<file path="config.mk">
export PLATFORM = sky130hd
export DESIGN_NAME = rsv_station_pip0_flat
export DESIGN_NICKNAME = d
export VERILOG_FILES = /design/src/rtl/rsv_station_pip0_if.sv /design/src/rtl/rsv_station_pip0.sv /design/src/flat_wrapper.sv
export SDC_FILE = /design/constraint.sdc
export NUM_CORES = 1
export LEC_CHECK = 0
export ABC_AREA = 1
export ABC_CLOCK_PERIOD_IN_PS = 7550
export CAP_MARGIN = 5
export CORE_UTILIZATION = 58
export DETAILED_ROUTE_END_ITERATION = 10
export GPL_ROUTABILITY_DRIVEN = 0
export GPL_TIMING_DRIVEN = 1
export PLACE_DENSITY = 0.82
export REMOVE_ABC_BUFFERS = 1
export SYNTH_ARGS = -nofsm -noshare
export SYNTH_HDL_FRONTEND = slang
export SYNTH_SLANG_ARGS = --single-unit
</file>
<file path="constraint.sdc">
create_clock -name clk -period 7.55 [get_ports clk]
set_input_delay 0.755 -clock clk [delete_from_list [all_inputs] [get_ports clk]]
set_output_delay 0.755 -clock clk [all_outputs]
set_load 0.01 [all_outputs]
</file>
<file path="src/rtl/rsv_station_pip0_if.sv">
// Bundle of decode, writeback and scoreboard-facing signals for the pip0 reservation station.
// Carries the occupancy output only when RSV_PIP0_OCC_EN is defined.
interface rsv_station_pip0_if #(
    parameter int unsigned W_PA_REG     = 5,
    parameter int unsigned W_PD_UOPS    = 6,
    parameter int unsigned W_PC_SEL_RSV = 2,
    parameter int unsigned W_PC_SEL_WB  = 2,
    parameter int unsigned W_PC_SEL_ODR = 2,
    parameter int unsigned W_ent_idx    = 2
);
    logic                    CFI_PC_clear;
    logic                    CFI_PC_valid_in;
    logic                    CFO_PC_full;
    logic [W_PD_UOPS-1:0]    CDI_PD_uops_in;
    logic [W_PA_REG-1:0]     CDI_PD_rd_in;
    logic [W_PA_REG-1:0]     CDI_PA_rs1_in;
    logic [W_PA_REG-1:0]     CDI_PA_rs2_in;
    logic                    CDI_PC_rs1_rdy;
    logic                    CDI_PC_rs2_rdy;
    logic [W_PA_REG-1:0]     CDI_PC_wb_rd;
    logic [W_PC_SEL_WB-1:0]  CDI_PC_wb_sel;
    logic [W_PD_UOPS-1:0]    CDO_PD_uops0;
    logic [W_PA_REG-1:0]     CDO_PD_rd0;
    logic [W_PD_UOPS-1:0]    CDO_PD_uops1;
    logic [W_PA_REG-1:0]     CDO_PD_rd1;
    logic [W_PC_SEL_ODR-1:0] CDO_PC_odr;
    logic [W_PC_SEL_RSV-1:0] CDI_PC_selrsv;
`ifdef RSV_PIP0_OCC_EN
    logic [W_ent_idx:0]      CDO_PC_occ;
`endif

    modport master (
        output CFI_PC_clear, CFI_PC_valid_in, CDI_PD_uops_in, CDI_PD_rd_in,
               CDI_PA_rs1_in, CDI_PA_rs2_in, CDI_PC_rs1_rdy, CDI_PC_rs2_rdy,
               CDI_PC_wb_rd, CDI_PC_wb_sel, CDI_PC_selrsv,
        input  CFO_PC_full, CDO_PD_uops0, CDO_PD_rd0, CDO_PD_uops1, CDO_PD_rd1, CDO_PC_odr
`ifdef RSV_PIP0_OCC_EN
        , input CDO_PC_occ
`endif
    );

    modport slave (
        input  CFI_PC_clear, CFI_PC_valid_in, CDI_PD_uops_in, CDI_PD_rd_in,
               CDI_PA_rs1_in, CDI_PA_rs2_in, CDI_PC_rs1_rdy, CDI_PC_rs2_rdy,
               CDI_PC_wb_rd, CDI_PC_wb_sel, CDI_PC_selrsv,
        output CFO_PC_full, CDO_PD_uops0, CDO_PD_rd0, CDO_PD_uops1, CDO_PD_rd1, CDO_PC_odr
`ifdef RSV_PIP0_OCC_EN
        , output CDO_PC_occ
`endif
    );
endinterface

</file>
<file path="src/rtl/rsv_station_pip0.sv">
// Dual-pipe (ALU pip0 / MUL pip1) age-ordered compacting reservation station with writeback wakeup.
// Optional occupancy output enabled by defining RSV_PIP0_OCC_EN.
module rsv_station_pip0 #(
    parameter int unsigned W_PA_REG     = 5,
    parameter int unsigned W_PD_UOPS    = 6,
    parameter int unsigned W_PC_SEL_RSV = 2,
    parameter int unsigned W_PC_SEL_WB  = 2,
    parameter int unsigned W_PC_SEL_ODR = 2,
    parameter int unsigned S_amt_ent    = 4,
    parameter int unsigned W_ent_idx    = 2
) (
    input logic             clk,
    input logic             rst,
    rsv_station_pip0_if.slave bus
);
    localparam logic [W_PD_UOPS-1:0]    unused_op = {W_PD_UOPS{1'b1}};
    localparam logic [W_PC_SEL_WB-1:0]  V_unpip   = '0;
    localparam logic [W_PC_SEL_RSV-1:0] V_pip0    = W_PC_SEL_RSV'(1);
    localparam logic [W_PC_SEL_RSV-1:0] V_pip1    = W_PC_SEL_RSV'(2);
    localparam logic [W_PC_SEL_ODR-1:0] V_odrf0   = W_PC_SEL_ODR'(1);
    localparam logic [W_PC_SEL_ODR-1:0] V_odrf1   = W_PC_SEL_ODR'(2);

    logic [S_amt_ent-1:0] valid_q, valid_d, rdy1_q, rdy1_d, rdy2_q, rdy2_d, wake1, wake2;
    logic [W_PD_UOPS-1:0] uops_q [S_amt_ent];
    logic [W_PD_UOPS-1:0] uops_d [S_amt_ent];
    logic [W_PA_REG-1:0]  rd_q   [S_amt_ent];
    logic [W_PA_REG-1:0]  rd_d   [S_amt_ent];
    logic [W_PA_REG-1:0]  rs1_q  [S_amt_ent];
    logic [W_PA_REG-1:0]  rs1_d  [S_amt_ent];
    logic [W_PA_REG-1:0]  rs2_q  [S_amt_ent];
    logic [W_PA_REG-1:0]  rs2_d  [S_amt_ent];

    logic                    alu_hit, mul_hit, pop_en, push_ok, wb_vld, full, rdy1_in, rdy2_in;
    logic [W_ent_idx-1:0]    alu_idx, mul_idx, pop_idx, push_idx;
    logic [W_ent_idx:0]      cnt;
    logic [W_PC_SEL_ODR-1:0] odr;

    // Oldest ready entry per class; descending scan lets the lowest index win.
    always_comb begin
        alu_hit = 1'b0;
        mul_hit = 1'b0;
        alu_idx = '0;
        mul_idx = '0;
        cnt     = '0;
        for (int i = S_amt_ent - 1; i >= 0; i--) begin
            if (valid_q[i] && rdy1_q[i] && rdy2_q[i]) begin
                if (uops_q[i][W_PD_UOPS-1]) begin
                    mul_hit = 1'b1;
                    mul_idx = W_ent_idx'(i);
                end else begin
                    alu_hit = 1'b1;
                    alu_idx = W_ent_idx'(i);
                end
            end
            cnt = cnt + (W_ent_idx + 1)'(valid_q[i]);
        end
    end

    always_comb begin
        odr = '0;
        if (alu_hit && (!mul_hit || (alu_idx < mul_idx))) odr = V_odrf0;
        else if (mul_hit)                                  odr = V_odrf1;
    end

    assign full    = &valid_q;
    assign wb_vld  = (bus.CDI_PC_wb_sel != V_unpip);
    assign pop_en  = ((bus.CDI_PC_selrsv == V_pip0) && (odr == V_odrf0)) ||
                     ((bus.CDI_PC_selrsv == V_pip1) && (odr == V_odrf1));
    assign pop_idx = (bus.CDI_PC_selrsv == V_pip0) ? alu_idx : mul_idx;
    assign push_ok = bus.CFI_PC_valid_in && !full;
    // Valid slots form a prefix, so the first free slot after compaction is count minus pop.
    assign push_idx = W_ent_idx'(cnt - (W_ent_idx + 1)'(pop_en));
    assign rdy1_in  = bus.CDI_PC_rs1_rdy || (bus.CDI_PA_rs1_in == '0) ||
                      (wb_vld && (bus.CDI_PC_wb_rd == bus.CDI_PA_rs1_in));
    assign rdy2_in  = bus.CDI_PC_rs2_rdy || (bus.CDI_PA_rs2_in == '0) ||
                      (wb_vld && (bus.CDI_PC_wb_rd == bus.CDI_PA_rs2_in));

    assign bus.CFO_PC_full  = full;
    assign bus.CDO_PC_odr   = odr;
    assign bus.CDO_PD_uops0 = alu_hit ? uops_q[alu_idx] : unused_op;
    assign bus.CDO_PD_rd0   = alu_hit ? rd_q[alu_idx]   : '0;
    assign bus.CDO_PD_uops1 = mul_hit ? uops_q[mul_idx] : unused_op;
    assign bus.CDO_PD_rd1   = mul_hit ? rd_q[mul_idx]   : '0;

    always_comb begin
        wake1 = '0;
        wake2 = '0;
        for (int i = 0; i < S_amt_ent; i++) begin
            wake1[i] = rdy1_q[i] || (wb_vld && (rs1_q[i] == bus.CDI_PC_wb_rd));
            wake2[i] = rdy2_q[i] || (wb_vld && (rs2_q[i] == bus.CDI_PC_wb_rd));
        end
    end

    // Next state: wakeup, then shift-down compaction on pop, then append push.
    always_comb begin
        valid_d = valid_q;
        rdy1_d  = wake1;
        rdy2_d  = wake2;
        uops_d  = uops_q;
        rd_d    = rd_q;
        rs1_d   = rs1_q;
        rs2_d   = rs2_q;
        if (pop_en) begin
            for (int i = 0; i < S_amt_ent - 1; i++) begin
                if (W_ent_idx'(i) >= pop_idx) begin
                    valid_d[i] = valid_q[i+1];
                    rdy1_d[i]  = wake1[i+1];
                    rdy2_d[i]  = wake2[i+1];
                    uops_d[i]  = uops_q[i+1];
                    rd_d[i]    = rd_q[i+1];
                    rs1_d[i]   = rs1_q[i+1];
                    rs2_d[i]   = rs2_q[i+1];
                end
            end
            valid_d[S_amt_ent-1] = 1'b0;
        end
        if (push_ok) begin
            valid_d[push_idx] = 1'b1;
            rdy1_d[push_idx]  = rdy1_in;
            rdy2_d[push_idx]  = rdy2_in;
            uops_d[push_idx]  = bus.CDI_PD_uops_in;
            rd_d[push_idx]    = bus.CDI_PD_rd_in;
            rs1_d[push_idx]   = bus.CDI_PA_rs1_in;
            rs2_d[push_idx]   = bus.CDI_PA_rs2_in;
        end
    end

    always_ff @(posedge clk) begin
        if (rst || bus.CFI_PC_clear) begin
            valid_q <= '0;
            rdy1_q  <= '0;
            rdy2_q  <= '0;
        end else begin
            valid_q <= valid_d;
            rdy1_q  <= rdy1_d;
            rdy2_q  <= rdy2_d;
            uops_q  <= uops_d;
            rd_q    <= rd_d;
            rs1_q   <= rs1_d;
            rs2_q   <= rs2_d;
        end
    end

`ifdef RSV_PIP0_OCC_EN
    logic [W_ent_idx:0] occ_q;

    always_ff @(posedge clk) begin
        if (rst || bus.CFI_PC_clear) occ_q <= '0;
        else occ_q <= occ_q + (W_ent_idx + 1)'(push_ok) - (W_ent_idx + 1)'(pop_en);
    end

    assign bus.CDO_PC_occ = occ_q;
`endif
endmodule

</file>
<file path="src/flat_wrapper.sv">
// flat-port wrapper written by rule: the top's interface ports become plain ports
module rsv_station_pip0_flat 
#(
    parameter int unsigned W_PA_REG     = 5,
    parameter int unsigned W_PD_UOPS    = 6,
    parameter int unsigned W_PC_SEL_RSV = 2,
    parameter int unsigned W_PC_SEL_WB  = 2,
    parameter int unsigned W_PC_SEL_ODR = 2,
    parameter int unsigned S_amt_ent    = 4,
    parameter int unsigned W_ent_idx    = 2
)
  (clk, rst, bus_CFI_PC_clear, bus_CFI_PC_valid_in, bus_CDI_PD_uops_in, bus_CDI_PD_rd_in, bus_CDI_PA_rs1_in, bus_CDI_PA_rs2_in, bus_CDI_PC_rs1_rdy, bus_CDI_PC_rs2_rdy, bus_CDI_PC_wb_rd, bus_CDI_PC_wb_sel, bus_CDI_PC_selrsv, bus_CFO_PC_full, bus_CDO_PD_uops0, bus_CDO_PD_rd0, bus_CDO_PD_uops1, bus_CDO_PD_rd1, bus_CDO_PC_odr);
  rsv_station_pip0_if #(.W_PA_REG(W_PA_REG), .W_PD_UOPS(W_PD_UOPS), .W_PC_SEL_RSV(W_PC_SEL_RSV), .W_PC_SEL_WB(W_PC_SEL_WB), .W_PC_SEL_ODR(W_PC_SEL_ODR), .W_ent_idx(W_ent_idx)) bus_i ();
  input logic clk;
  input logic rst;
  input wire logic [$bits(bus_i.CFI_PC_clear)-1:0] bus_CFI_PC_clear;
  input wire logic [$bits(bus_i.CFI_PC_valid_in)-1:0] bus_CFI_PC_valid_in;
  input wire logic [$bits(bus_i.CDI_PD_uops_in)-1:0] bus_CDI_PD_uops_in;
  input wire logic [$bits(bus_i.CDI_PD_rd_in)-1:0] bus_CDI_PD_rd_in;
  input wire logic [$bits(bus_i.CDI_PA_rs1_in)-1:0] bus_CDI_PA_rs1_in;
  input wire logic [$bits(bus_i.CDI_PA_rs2_in)-1:0] bus_CDI_PA_rs2_in;
  input wire logic [$bits(bus_i.CDI_PC_rs1_rdy)-1:0] bus_CDI_PC_rs1_rdy;
  input wire logic [$bits(bus_i.CDI_PC_rs2_rdy)-1:0] bus_CDI_PC_rs2_rdy;
  input wire logic [$bits(bus_i.CDI_PC_wb_rd)-1:0] bus_CDI_PC_wb_rd;
  input wire logic [$bits(bus_i.CDI_PC_wb_sel)-1:0] bus_CDI_PC_wb_sel;
  input wire logic [$bits(bus_i.CDI_PC_selrsv)-1:0] bus_CDI_PC_selrsv;
  output wire logic [$bits(bus_i.CFO_PC_full)-1:0] bus_CFO_PC_full;
  output wire logic [$bits(bus_i.CDO_PD_uops0)-1:0] bus_CDO_PD_uops0;
  output wire logic [$bits(bus_i.CDO_PD_rd0)-1:0] bus_CDO_PD_rd0;
  output wire logic [$bits(bus_i.CDO_PD_uops1)-1:0] bus_CDO_PD_uops1;
  output wire logic [$bits(bus_i.CDO_PD_rd1)-1:0] bus_CDO_PD_rd1;
  output wire logic [$bits(bus_i.CDO_PC_odr)-1:0] bus_CDO_PC_odr;
  assign bus_i.CFI_PC_clear = bus_CFI_PC_clear;
  assign bus_i.CFI_PC_valid_in = bus_CFI_PC_valid_in;
  assign bus_i.CDI_PD_uops_in = bus_CDI_PD_uops_in;
  assign bus_i.CDI_PD_rd_in = bus_CDI_PD_rd_in;
  assign bus_i.CDI_PA_rs1_in = bus_CDI_PA_rs1_in;
  assign bus_i.CDI_PA_rs2_in = bus_CDI_PA_rs2_in;
  assign bus_i.CDI_PC_rs1_rdy = bus_CDI_PC_rs1_rdy;
  assign bus_i.CDI_PC_rs2_rdy = bus_CDI_PC_rs2_rdy;
  assign bus_i.CDI_PC_wb_rd = bus_CDI_PC_wb_rd;
  assign bus_i.CDI_PC_wb_sel = bus_CDI_PC_wb_sel;
  assign bus_i.CDI_PC_selrsv = bus_CDI_PC_selrsv;
  assign bus_CFO_PC_full = bus_i.CFO_PC_full;
  assign bus_CDO_PD_uops0 = bus_i.CDO_PD_uops0;
  assign bus_CDO_PD_rd0 = bus_i.CDO_PD_rd0;
  assign bus_CDO_PD_uops1 = bus_i.CDO_PD_uops1;
  assign bus_CDO_PD_rd1 = bus_i.CDO_PD_rd1;
  assign bus_CDO_PC_odr = bus_i.CDO_PC_odr;
  rsv_station_pip0 #(.W_PA_REG(W_PA_REG), .W_PD_UOPS(W_PD_UOPS), .W_PC_SEL_RSV(W_PC_SEL_RSV), .W_PC_SEL_WB(W_PC_SEL_WB), .W_PC_SEL_ODR(W_PC_SEL_ODR), .S_amt_ent(S_amt_ent), .W_ent_idx(W_ent_idx)) u_core (.clk(clk), .rst(rst), .bus(bus_i));
endmodule
</file>
==> metrics <==
Routed WL=18.56 mm; WHS Endpoint=u_core.valid_q[3]$_SDFF_PP0_; hold buffer count at CTS=0; cells after synthesis=834; Warnings, synthesis=0; Root Driver=clkbuf_8; hold depth=2; post-route ant nets=0; Min-Delay Startpoint=u_core.valid_q[3]$_SDFF_PP0_; clock tree from TritonCTS=yes; total of max-cap violations=0; Reg clk slew, reported paths=0.10 ns; Worst EP required=between 7 and 8 ns; maximum clock frequency=about 190 MHz; Crit path max-delay family=simple AND/OR/NAND/NOR gates; status=complete, no violations; Final Hold Viols=0; Starting Density=60.69%; CP Class=flip-flop to flip-flop; CP peak stage delay=0.73 ns; Pre-antenna DRT Iters=7; Reg area=2763 um2; vias post-DR=6348; share of layout cells above drive strength 1=roughly 5.3%; worst reg2reg path depth=21; clk_skew=about 0.012 ns; relative slew slack=17.40%; Synth-to-Final Area Change=12.44%; fraction of registers with async set/reset=0%; grt ovf=0; number of synthesized flops with an enable pin=84; IO Port Bufs=59; DRC Markers=0; unrepaired setup endpoints after global routing=false; Yosys reg bits=96; Core ar.=10510 um2; worst-skew pair later-pin latency=0.39 ns; reg2reg start=u_core.valid_q[0]$_SDFF_PP0_; DR iter-0 viols=624; nets@finish=902; Synth Area in Compound Gates=between 15 and 20%; Syn Area/Cell=7.647 um2; Max Root-Sink Buffers=2; sequential fraction of the synthesis area=43.32%; Die Y=between 100 and 150 um; FF-to-FF End=u_core.uops_q[15]$_DFFE_PN_; number of diodes=0; worst-path fanout max=24; Num CTS Buffers=9; Sum Neg Setup Slack=0 ns; Crit path arrival time=5.40 ns; H-Tree Depth=3; Post-CTS Setup Bufs=0; Tcrit/Tclk final=between 60% and 70%; mux cell area share after synthesis=0%; ys flop type=edfxtp_1; Rows=37; post_cts resized=0; Hold Path Class=flip-flop to flip-flop; crit path time final=~5.3 ns; Ports=61; DP Wirelength=11.56 mm; final count of pins violating max slew=0; area of the multi-input gates=2879 um2; total global-route track usage=between 30% and 40%; Clock Sinks=96; post-synthesis instance area=around 6400 um2; Netlist cell types=43; area fraction in and, or, nand and nor cells after synthesis=23.29%; Pwr Total=roughly 1100 uW; CP Buf/Inv Count=5; Adder-Cell Fraction of Synth Area=0.9025%; vias per inst=6.329; initial antenna violation count=0; power density over the cells=155.4 nW/um2; setup violators final=0; die width=106.9 um; average wire per standard cell=18.50 um; vias in the first global route=5794; peak supply drop=0.1028 mV; Worst path slowest cell=nand3_1; largest net degree at the start of global routing=between 70 and 80; die area=roughly 11000 um2; largest family of logic cells by synthesized area=simple AND/OR/NAND/NOR gates; Worst R2R Setup Slack=2.29 ns; startpoint types=flip-flop; Pleak=0.003057 uW; Fillers=884; ordered list of cells on the worst path=nand3_1, nor2_1, inv_2, nand2_1, nor2_1, inv_1, ha_1, nand2_1, nand2_1, a21oi_2, nand2_1, nand2_2, ha_1, fa_1, inv_1, ha_1, xor2_1, nand3_1, buf_4, o21ai_0, inv_1; most frequent CP cell=nand2_1; worst slew pin tran=roughly 1.2 ns; first-pass GRT wire length=28.93 mm; xor-xnor portion of the synthesized cell area=2.884%; CP Capture Type=flip-flop
[stage by stage]
step                instances  setup slack [ns]  hold WS (ns)  util, %  cell area, um2
floorplan                 784             1.848        0.4707        -            6138
global placement          987             2.596        0.4861    66.32            6969
detailed placement        987             2.379        0.5101    66.32            6969
CTS                      1003             2.360        0.5232    68.23            7171
global route             1003             1.828        0.5680    68.23            7171
finish                   1003             2.291        0.5366    68.23            7171
[worst min-delay path: stages (launching register included)]
cell     delay [ns]
dfxtp_1        0.34
nand2_1        0.07
o22ai_1        0.08
[how the worst max path moves through the flow]
stage                                             from                     endpoint  slack (ns)  cells after the start
after floorplan                                    rst                    flip-flop        1.85                      3
after global placement    u_core.valid_q[3]$_SDFF_PP0_  u_core.uops_q[14]$_DFFE_PN_        2.60                     20
after detailed placement   u_core.uops_q[11]$_DFFE_PN_  u_core.uops_q[15]$_DFFE_PN_        2.38                     20
after CTS                 u_core.valid_q[0]$_SDFF_PP0_  u_core.uops_q[15]$_DFFE_PN_        2.36                     21
after global routing      u_core.valid_q[0]$_SDFF_PP0_  u_core.uops_q[14]$_DFFE_PN_        1.83                     21
final                     u_core.valid_q[0]$_SDFF_PP0_  u_core.uops_q[15]$_DFFE_PN_        2.29                     21
[where the power goes]
| group | total (uW) | switching (uW) | internal [uW] |
|---|---|---|---|
| Combinational | 138 | 84.1 | 54.1 |
| Clock | 361 | 190 | 171 |
| Sequential | 615 | 16.1 | 599 |
[kinds of logic after synthesis]
kind of cell | after synthesis
flip-flops | 96
XOR/XNOR | 21
AND/OR/NAND/NOR | 323
buffers and inverters | 185
adder cells (fa/ha/maj) | 4
other | 1
AO/OA/AOI/OAI | 204
[cells in the mapped netlist, types with 3 or more instances]
cell      number  share of area, %
dfxtp_1       12               3.8
nor2_1        18               1.1
ha_1           3              0.59
buf_2          8              0.63
buf_1          4              0.24
o211ai_1      10               1.2
nand4_1        4              0.39
a211oi_1       5              0.59
o22ai_1       14               1.4
clkbuf_1      28               1.6
a21oi_1       61               4.8
xor2_1        13               1.8
nand3_1      153                12
nand2_1      127               7.5
edfxtp_1      84                40
xnor2_1        8               1.1
a31o_2         4              0.55
inv_2          5              0.29
nor3_1         9              0.71
buf_4          9               1.1
o21ai_1       48               3.8
o21ai_0       51               4.0
inv_1        128               7.5
[layout by cell type (no fill, tap or decap), drive strengths merged]
cell,count
nand3,155
inv,133
nand2,131
o21ai,99
edfxtp,84
a21oi,63
clkdlybuf4s50,59
nor2,21
o22ai,14
xor2,13
clkbuf,13
dfxtp,12
o211ai,10
nor3,9
xnor2,8
buf,8
a211oi,5
nand4,5
a31o,4
ha,3
clkinv,3
a41o,2
o2111ai,2
a31oi,1
or2,1
a221oi,1
o221ai,1
o311ai,1
nor3b,1
o41ai,1
fa,1
conb,1
clkinvlp,1
bufinv,1
[cell type report]
| cell class | instances | area share [%] |
|---|---|---|
| tap | 136 | 2.373 |
| inverter | 135 | 7.067 |
| sequential | 96 | 38.53 |
| multi-input combinational | 553 | 40.15 |
| clock buffer | 13 | 2.216 |
| timing repair buffer | 67 | 9.073 |
| clock inverter | 3 | 0.5933 |
[metal layers]
metal	vias to the layer above	GRT usage [%]	routed length [um]
li1	2915	-	-
met1	2940	42.27	7213
met2	438	53.78	8856
met3	55	6.748	2001
met4	0	14.19	486
met5	-	0	0
No activity file was read; power rests on OpenSTA's default activity.
